### src/rtl/score_keeper.sv
// Two-player score keeper: serve / play / game-over sequencing with 6-bit saturating scores.
// Registered outputs, a point lands on the goal's first high edge; SCORE_WIN_BY_TWO_EN selects the deuce win rule.
module score_keeper #(
   parameter int unsigned WIN_SCORE          = 11,
   parameter int unsigned SERVE_DELAY_FRAMES = 60
) (
   input  logic       clk_i,
   input  logic       rst_ni,
   input  logic       frame_tick_i,
   input  logic       start_i,
   input  logic       goal_p1_i,
   input  logic       goal_p2_i,
   output logic [5:0] score_player_1_o,
   output logic [5:0] score_player_2_o,
   output logic       ball_release_o,
   output logic       serve_dir_o,
   output logic       game_over_o,
   output logic       winner_o
);

   typedef enum logic [1:0] {
      ST_IDLE  = 2'd0,
      ST_SERVE = 2'd1,
      ST_PLAY  = 2'd2,
      ST_OVER  = 2'd3
   } state_t;

   localparam logic [7:0] LP_DELAY = 8'(SERVE_DELAY_FRAMES);
   localparam logic [6:0] LP_WIN   = 7'(WIN_SCORE);

   state_t     r_state;
   logic [7:0] r_cnt;
   logic [5:0] r_score1;
   logic [5:0] r_score2;
   logic       r_start_prev;
   logic       r_goal1_prev;
   logic       r_goal2_prev;
   logic       r_release;
   logic       r_serve_dir;
   logic       r_game_over;
   logic       r_winner;

   logic       w_start_ev;
   logic       w_goal1_ev;
   logic       w_goal2_ev;
   logic [5:0] w_score1_next;
   logic [5:0] w_score2_next;
   logic       w_p1_wins;
   logic       w_p2_wins;

   assign w_start_ev = start_i & ~r_start_prev;
   assign w_goal1_ev = goal_p1_i & ~r_goal1_prev;
   assign w_goal2_ev = goal_p2_i & ~r_goal2_prev;

   assign w_score1_next = (r_score1 == 6'd63) ? 6'd63 : r_score1 + 6'd1;
   assign w_score2_next = (r_score2 == 6'd63) ? 6'd63 : r_score2 + 6'd1;

   // Hitting 63 ends the game in either mode so the score can never wrap.
`ifdef SCORE_WIN_BY_TWO_EN
   assign w_p1_wins = (w_score1_next == 6'd63) ||
                      (({1'b0, w_score1_next} >= LP_WIN) &&
                       ({1'b0, w_score1_next} >= ({1'b0, r_score2} + 7'd2)));
   assign w_p2_wins = (w_score2_next == 6'd63) ||
                      (({1'b0, w_score2_next} >= LP_WIN) &&
                       ({1'b0, w_score2_next} >= ({1'b0, r_score1} + 7'd2)));
`else
   assign w_p1_wins = (w_score1_next == 6'd63) || ({1'b0, w_score1_next} == LP_WIN);
   assign w_p2_wins = (w_score2_next == 6'd63) || ({1'b0, w_score2_next} == LP_WIN);
`endif

   always_ff @(posedge clk_i or negedge rst_ni) begin
      if (!rst_ni) begin
         r_state      <= ST_IDLE;
         r_cnt        <= 8'd0;
         r_score1     <= 6'd0;
         r_score2     <= 6'd0;
         r_start_prev <= 1'b0;
         r_goal1_prev <= 1'b0;
         r_goal2_prev <= 1'b0;
         r_release    <= 1'b0;
         r_serve_dir  <= 1'b0;
         r_game_over  <= 1'b0;
         r_winner     <= 1'b0;
      end else begin
         r_start_prev <= start_i;
         r_goal1_prev <= goal_p1_i;
         r_goal2_prev <= goal_p2_i;
         r_release    <= 1'b0;
         case (r_state)
            ST_IDLE: begin
               if (w_start_ev) begin
                  r_score1    <= 6'd0;
                  r_score2    <= 6'd0;
                  r_cnt       <= LP_DELAY;
                  r_serve_dir <= 1'b0;
                  r_state     <= ST_SERVE;
               end
            end
            ST_SERVE: begin
               if (frame_tick_i) begin
                  if (r_cnt == 8'd1) begin
                     r_release <= 1'b1;
                     r_state   <= ST_PLAY;
                  end else begin
                     r_cnt <= r_cnt - 8'd1;
                  end
               end
            end
            ST_PLAY: begin
               // Simultaneous goals are a void rally: re-serve in the same direction.
               if (w_goal1_ev && w_goal2_ev) begin
                  r_cnt   <= LP_DELAY;
                  r_state <= ST_SERVE;
               end else if (w_goal1_ev) begin
                  r_score1 <= w_score1_next;
                  if (w_p1_wins) begin
                     r_game_over <= 1'b1;
                     r_winner    <= 1'b0;
                     r_state     <= ST_OVER;
                  end else begin
                     r_cnt       <= LP_DELAY;
                     r_serve_dir <= 1'b1;
                     r_state     <= ST_SERVE;
                  end
               end else if (w_goal2_ev) begin
                  r_score2 <= w_score2_next;
                  if (w_p2_wins) begin
                     r_game_over <= 1'b1;
                     r_winner    <= 1'b1;
                     r_state     <= ST_OVER;
                  end else begin
                     r_cnt       <= LP_DELAY;
                     r_serve_dir <= 1'b0;
                     r_state     <= ST_SERVE;
                  end
               end
            end
            ST_OVER: begin
               if (w_start_ev) begin
                  r_score1    <= 6'd0;
                  r_score2    <= 6'd0;
                  r_game_over <= 1'b0;
                  r_serve_dir <= 1'b0;
                  r_cnt       <= LP_DELAY;
                  r_state     <= ST_SERVE;
               end
            end
            default: r_state <= ST_IDLE;
         endcase
      end
   end

   assign score_player_1_o = r_score1;
   assign score_player_2_o = r_score2;
   assign ball_release_o   = r_release;
   assign serve_dir_o      = r_serve_dir;
   assign game_over_o      = r_game_over;
   assign winner_o         = r_winner;

endmodule

### config.mk
export PLATFORM = sky130hd
export DESIGN_NAME = score_keeper
export DESIGN_NICKNAME = d
export VERILOG_FILES = /design/src/rtl/score_keeper.sv
export SDC_FILE = /design/constraint.sdc
export NUM_CORES = 1
export LEC_CHECK = 0
export CAP_MARGIN = 20
export CORE_MARGIN = 3
export CORE_UTILIZATION = 49
export DETAILED_ROUTE_END_ITERATION = 10
export PLACE_DENSITY = 0.68
export REMOVE_ABC_BUFFERS = 1
export SETUP_SLACK_MARGIN = 0.2
export SYNTH_ARGS = -nofsm -noshare
export SYNTH_HDL_FRONTEND = slang
export SYNTH_SLANG_ARGS = --single-unit
export TNS_END_PERCENT = 20
### constraint.sdc
create_clock -name clk_i -period 5 [get_ports clk_i]
set_clock_uncertainty 0.2 [all_clocks]
set_input_delay 1 -clock clk_i [delete_from_list [all_inputs] [get_ports clk_i]]
set_output_delay 1 -clock clk_i [all_outputs]
set_load 0.1 [all_outputs]
==> qor.csv <==
metric;value;unit
status;complete, no violations;
cts_root_buffer;clkbuf_8;
antenna_found_initial;0;
grt_pass1_vias;1579;
drt_iter0_drc;156;
min_path_type;register to register;
wl;4090;um
synth.area.mux_share;0.0456;
critPathMaxFanout;9;
finalSetupTns;0;ns
grt_first_pass_wirelength;7130;um
max-slew-margin-rel;0.327;
die_h;68.6;um
cts_buffer_depth;2;
timing.rr.end;score_player_1_o[1];
whs_path_depth;1;
cellLeakagePower;0.907;nW
die_w;68.6;um
hold_violations;0;
crit_required;4.99;ns
setup_viol;0;
ios;22;
antenna_cells;0;
fin_nets;242;
grt_remaining_overflow;0;
critPathCaptureType;register;
p_per_area;633;nW/um^2
fmax;303;MHz
worstPathArrival;3.29;ns
r2r_slack;2.19;ns
clock_sinks;29;
postLayoutCellArea;2220;um^2
syn_area;1920;um^2
cts_tree;done;
worst_pin_slew;1.01;ns
synthXorXnorAreaFrac;0;
cap_violations;0;
insertion_delay;0.27;ns
synth_ff_type;dfrtp_1;
yosysSeqAreaShare;0.378;
clk_pin_slew;0.06;ns
via_per_inst;5.92;
dp_cells;269;
area_delta_synth_final;15.6;%
hold_path_end;r_cnt[7];
hp-start;r_cnt[7];
crit_slowest_cell;a222oi_1;
num_vias;1640;
path_cells;clkdlybuf4s50_1 -> nor2b_1 -> nor2_1 -> a222oi_1 -> and3_4 -> mux2i_1;
yosysWarnings;0;
ir_worst_vdd;341;uV
drtAntennaViolNets;0;
rsz0062_at_grt;false;
period_share;0.660;
drcViolationCount;0;
synthAdderAreaFrac;0.0521;
io_buffers;21;
dp_hpwl;2960;um
numCtsBuffers;5;
dieArea;4710;um^2
finalNonFillerCells;277;
r2r_start;r_state[0];
crit_path_start_kind;input port;
synth-simple-area-share;0.207;
avgSynthCellArea;9.15;um^2
coreArea;3720;um^2
synth_top_family_by_area;compound AO/OA/AOI/OAI gates;
min_period;3.30;ns
cts_resized;0;
maxSlewViolCount;0;
post_cts_buffers;0;
fin_util;0.598;
grt_start_max_net_pins;30;
synth_seq_cells;29;
start_util;0.517;
gp_congestion;0.851;
grt.total_usage;0.198;
placed_area;2140;um^2
path_class;input port to register;
synth_compound_area_frac;0.266;
ys_async_sr_fraction;1.00;
synth_cell_types;52;
cp_slowest_stage_delay;0.79;ns
synth-edff-count;0;
placementRows;22;
worstRegToRegCells;5;
drive_above_1_share;0.100;
drtPass1Iterations;4;
cts_hold_buf;0;
htreeDepth;2;
syn_inst;210;
wl_per_cell;14.8;um
==> area by class of cell <==
| type | instances | area [um^2] |
|---|---|---|
| Multi-Input combinational cell | 159 | 1100 |
| Fill cell | 349 | 1490 |
| Clock buffer | 8 | 80.1 |
| Timing Repair Buffer | 22 | 218 |
| Sequential cell | 29 | 726 |
| Inverter | 11 | 41.3 |
| Tap cell | 48 | 60.1 |
==> layer usage <==
layer / part of all wire / GRT usage / wire [um] / vias up
li1: - / - / - / 816
met1: 0.48 / 0.274 / 1970 / 786
met2: 0.48 / 0.308 / 1950 / 34
met3: 0.034 / 0.0502 / 137 / 4
met4: 0.0073 / 0.0496 / 30 / 0
met5: 0 / 0 / 0 / -
==> placed cells by master, fill, tap and decap left out, drive strengths merged, types with 2 or more instances in the layout <==
| cell type | synthesis | routed |
|---|---|---|
| a21oi | 18 | 18 |
| a31o | 4 | 4 |
| a31oi | 5 | 5 |
| a41o | 4 | 4 |
| a41oi | 4 | 4 |
| and2 | 6 | 6 |
| and3 | 4 | 4 |
| clkbuf | 8 | 8 |
| clkdlybuf4s50 | 0 | 21 |
| dfrtp | 29 | 29 |
| ha | 8 | 8 |
| inv | 11 | 11 |
| mux2 | 6 | 6 |
| mux2i | 2 | 2 |
| nand2 | 18 | 18 |
| nand2b | 7 | 7 |
| nand3 | 10 | 10 |
| nor2 | 10 | 10 |
| nor2b | 7 | 7 |
| nor3 | 3 | 3 |
| nor4 | 2 | 2 |
| o211ai | 2 | 2 |
| o21a | 3 | 3 |
| o21ai | 11 | 11 |
| o2bb2ai | 2 | 2 |
| or3 | 2 | 2 |
==> how the worst max path moves through the flow <==
| stage | start | end | slack, ns | depth (start not counted) |
|---|---|---|---|---|
| floorplan | score_player_1_o[0] | r_cnt[5] | 1.85 | 7 |
| global placement | goal_p2_i | r_state[1] | 1.47 | 6 |
| detailed placement | goal_p2_i | r_cnt[0] | 1.39 | 6 |
| CTS | goal_p2_i | r_cnt[0] | 1.70 | 6 |
| global route | goal_p2_i | r_state[1] | 1.49 | 6 |
| finish | goal_p2_i | r_cnt[0] | 1.70 | 6 |
==> flip-flops by register name, summed over array words and instances, names as in the netlist <==
register,flops
winner_o,1
r_goal2_prev,1
r_cnt,8
game_over_o,1
r_start_prev,1
score_player_2_o,6
serve_dir_o,1
score_player_1_o,6
r_goal1_prev,1
ball_release_o,1
r_state,2
==> per-stage QoR <==
| stage | power (mW) | hold slack (ns) | worst slack [ns] |
|---|---|---|---|
| after floorplan | 1.04 | 0.257 | 1.85 |
| after global placement | 1.20 | 0.291 | 1.47 |
| after detailed placement | 1.23 | 0.287 | 1.39 |
| after CTS | 1.41 | 0.303 | 1.70 |
| after global routing | 1.52 | 0.319 | 1.49 |
| final | 1.41 | 0.305 | 1.70 |
==> cells by family after synthesis <==
group	after synthesis
buffers and inverters	22
flip-flops	29
AO/OA/AOI/OAI	68
AND/OR/NAND/NOR	75
multiplexers	8
adder cells (fa/ha/maj)	8
==> Yosys cell counts, types with 2 or more instances <==
cell,count,area share
nor2b_1,7,0.023
inv_1,11,0.021
o21ai_0,11,0.029
nor2_1,10,0.020
mux2_2,6,0.035
or3_1,2,0.0065
nand3_1,10,0.026
and2_1,5,0.016
clkbuf_1,8,0.016
nand2_1,18,0.035
buf_6,2,0.012
nand2b_1,7,0.023
and3_1,3,0.0098
o211ai_1,2,0.0078
ha_1,8,0.052
a41oi_1,3,0.014
mux2i_1,2,0.010
a31o_2,4,0.018
o2bb2ai_1,2,0.0091
o21a_1,3,0.012
nor4_1,2,0.0065
a21oi_1,17,0.044
a31oi_1,5,0.016
a41o_1,4,0.021
nor3_1,3,0.0078
dfrtp_1,29,0.38
==> power by group <==
part / leakage, nW / switching (mW) / internal (mW)
clock: 0.0395 / 0.0778 / 0.0985
combinational: 0.506 / 0.572 / 0.298
sequential: 0.361 / 0.0700 / 0.291
==> critical path: cells and delay by family <==
kind / cells / cell delay (ns)
AO/OA/AOI/OAI: 1 / 0.79
AND/OR/NAND/NOR: 3 / 0.78
buffers and inverters: 1 / 0.51
multiplexers: 1 / 0.21
Note: power is estimated with default switching activity, not from simulation.
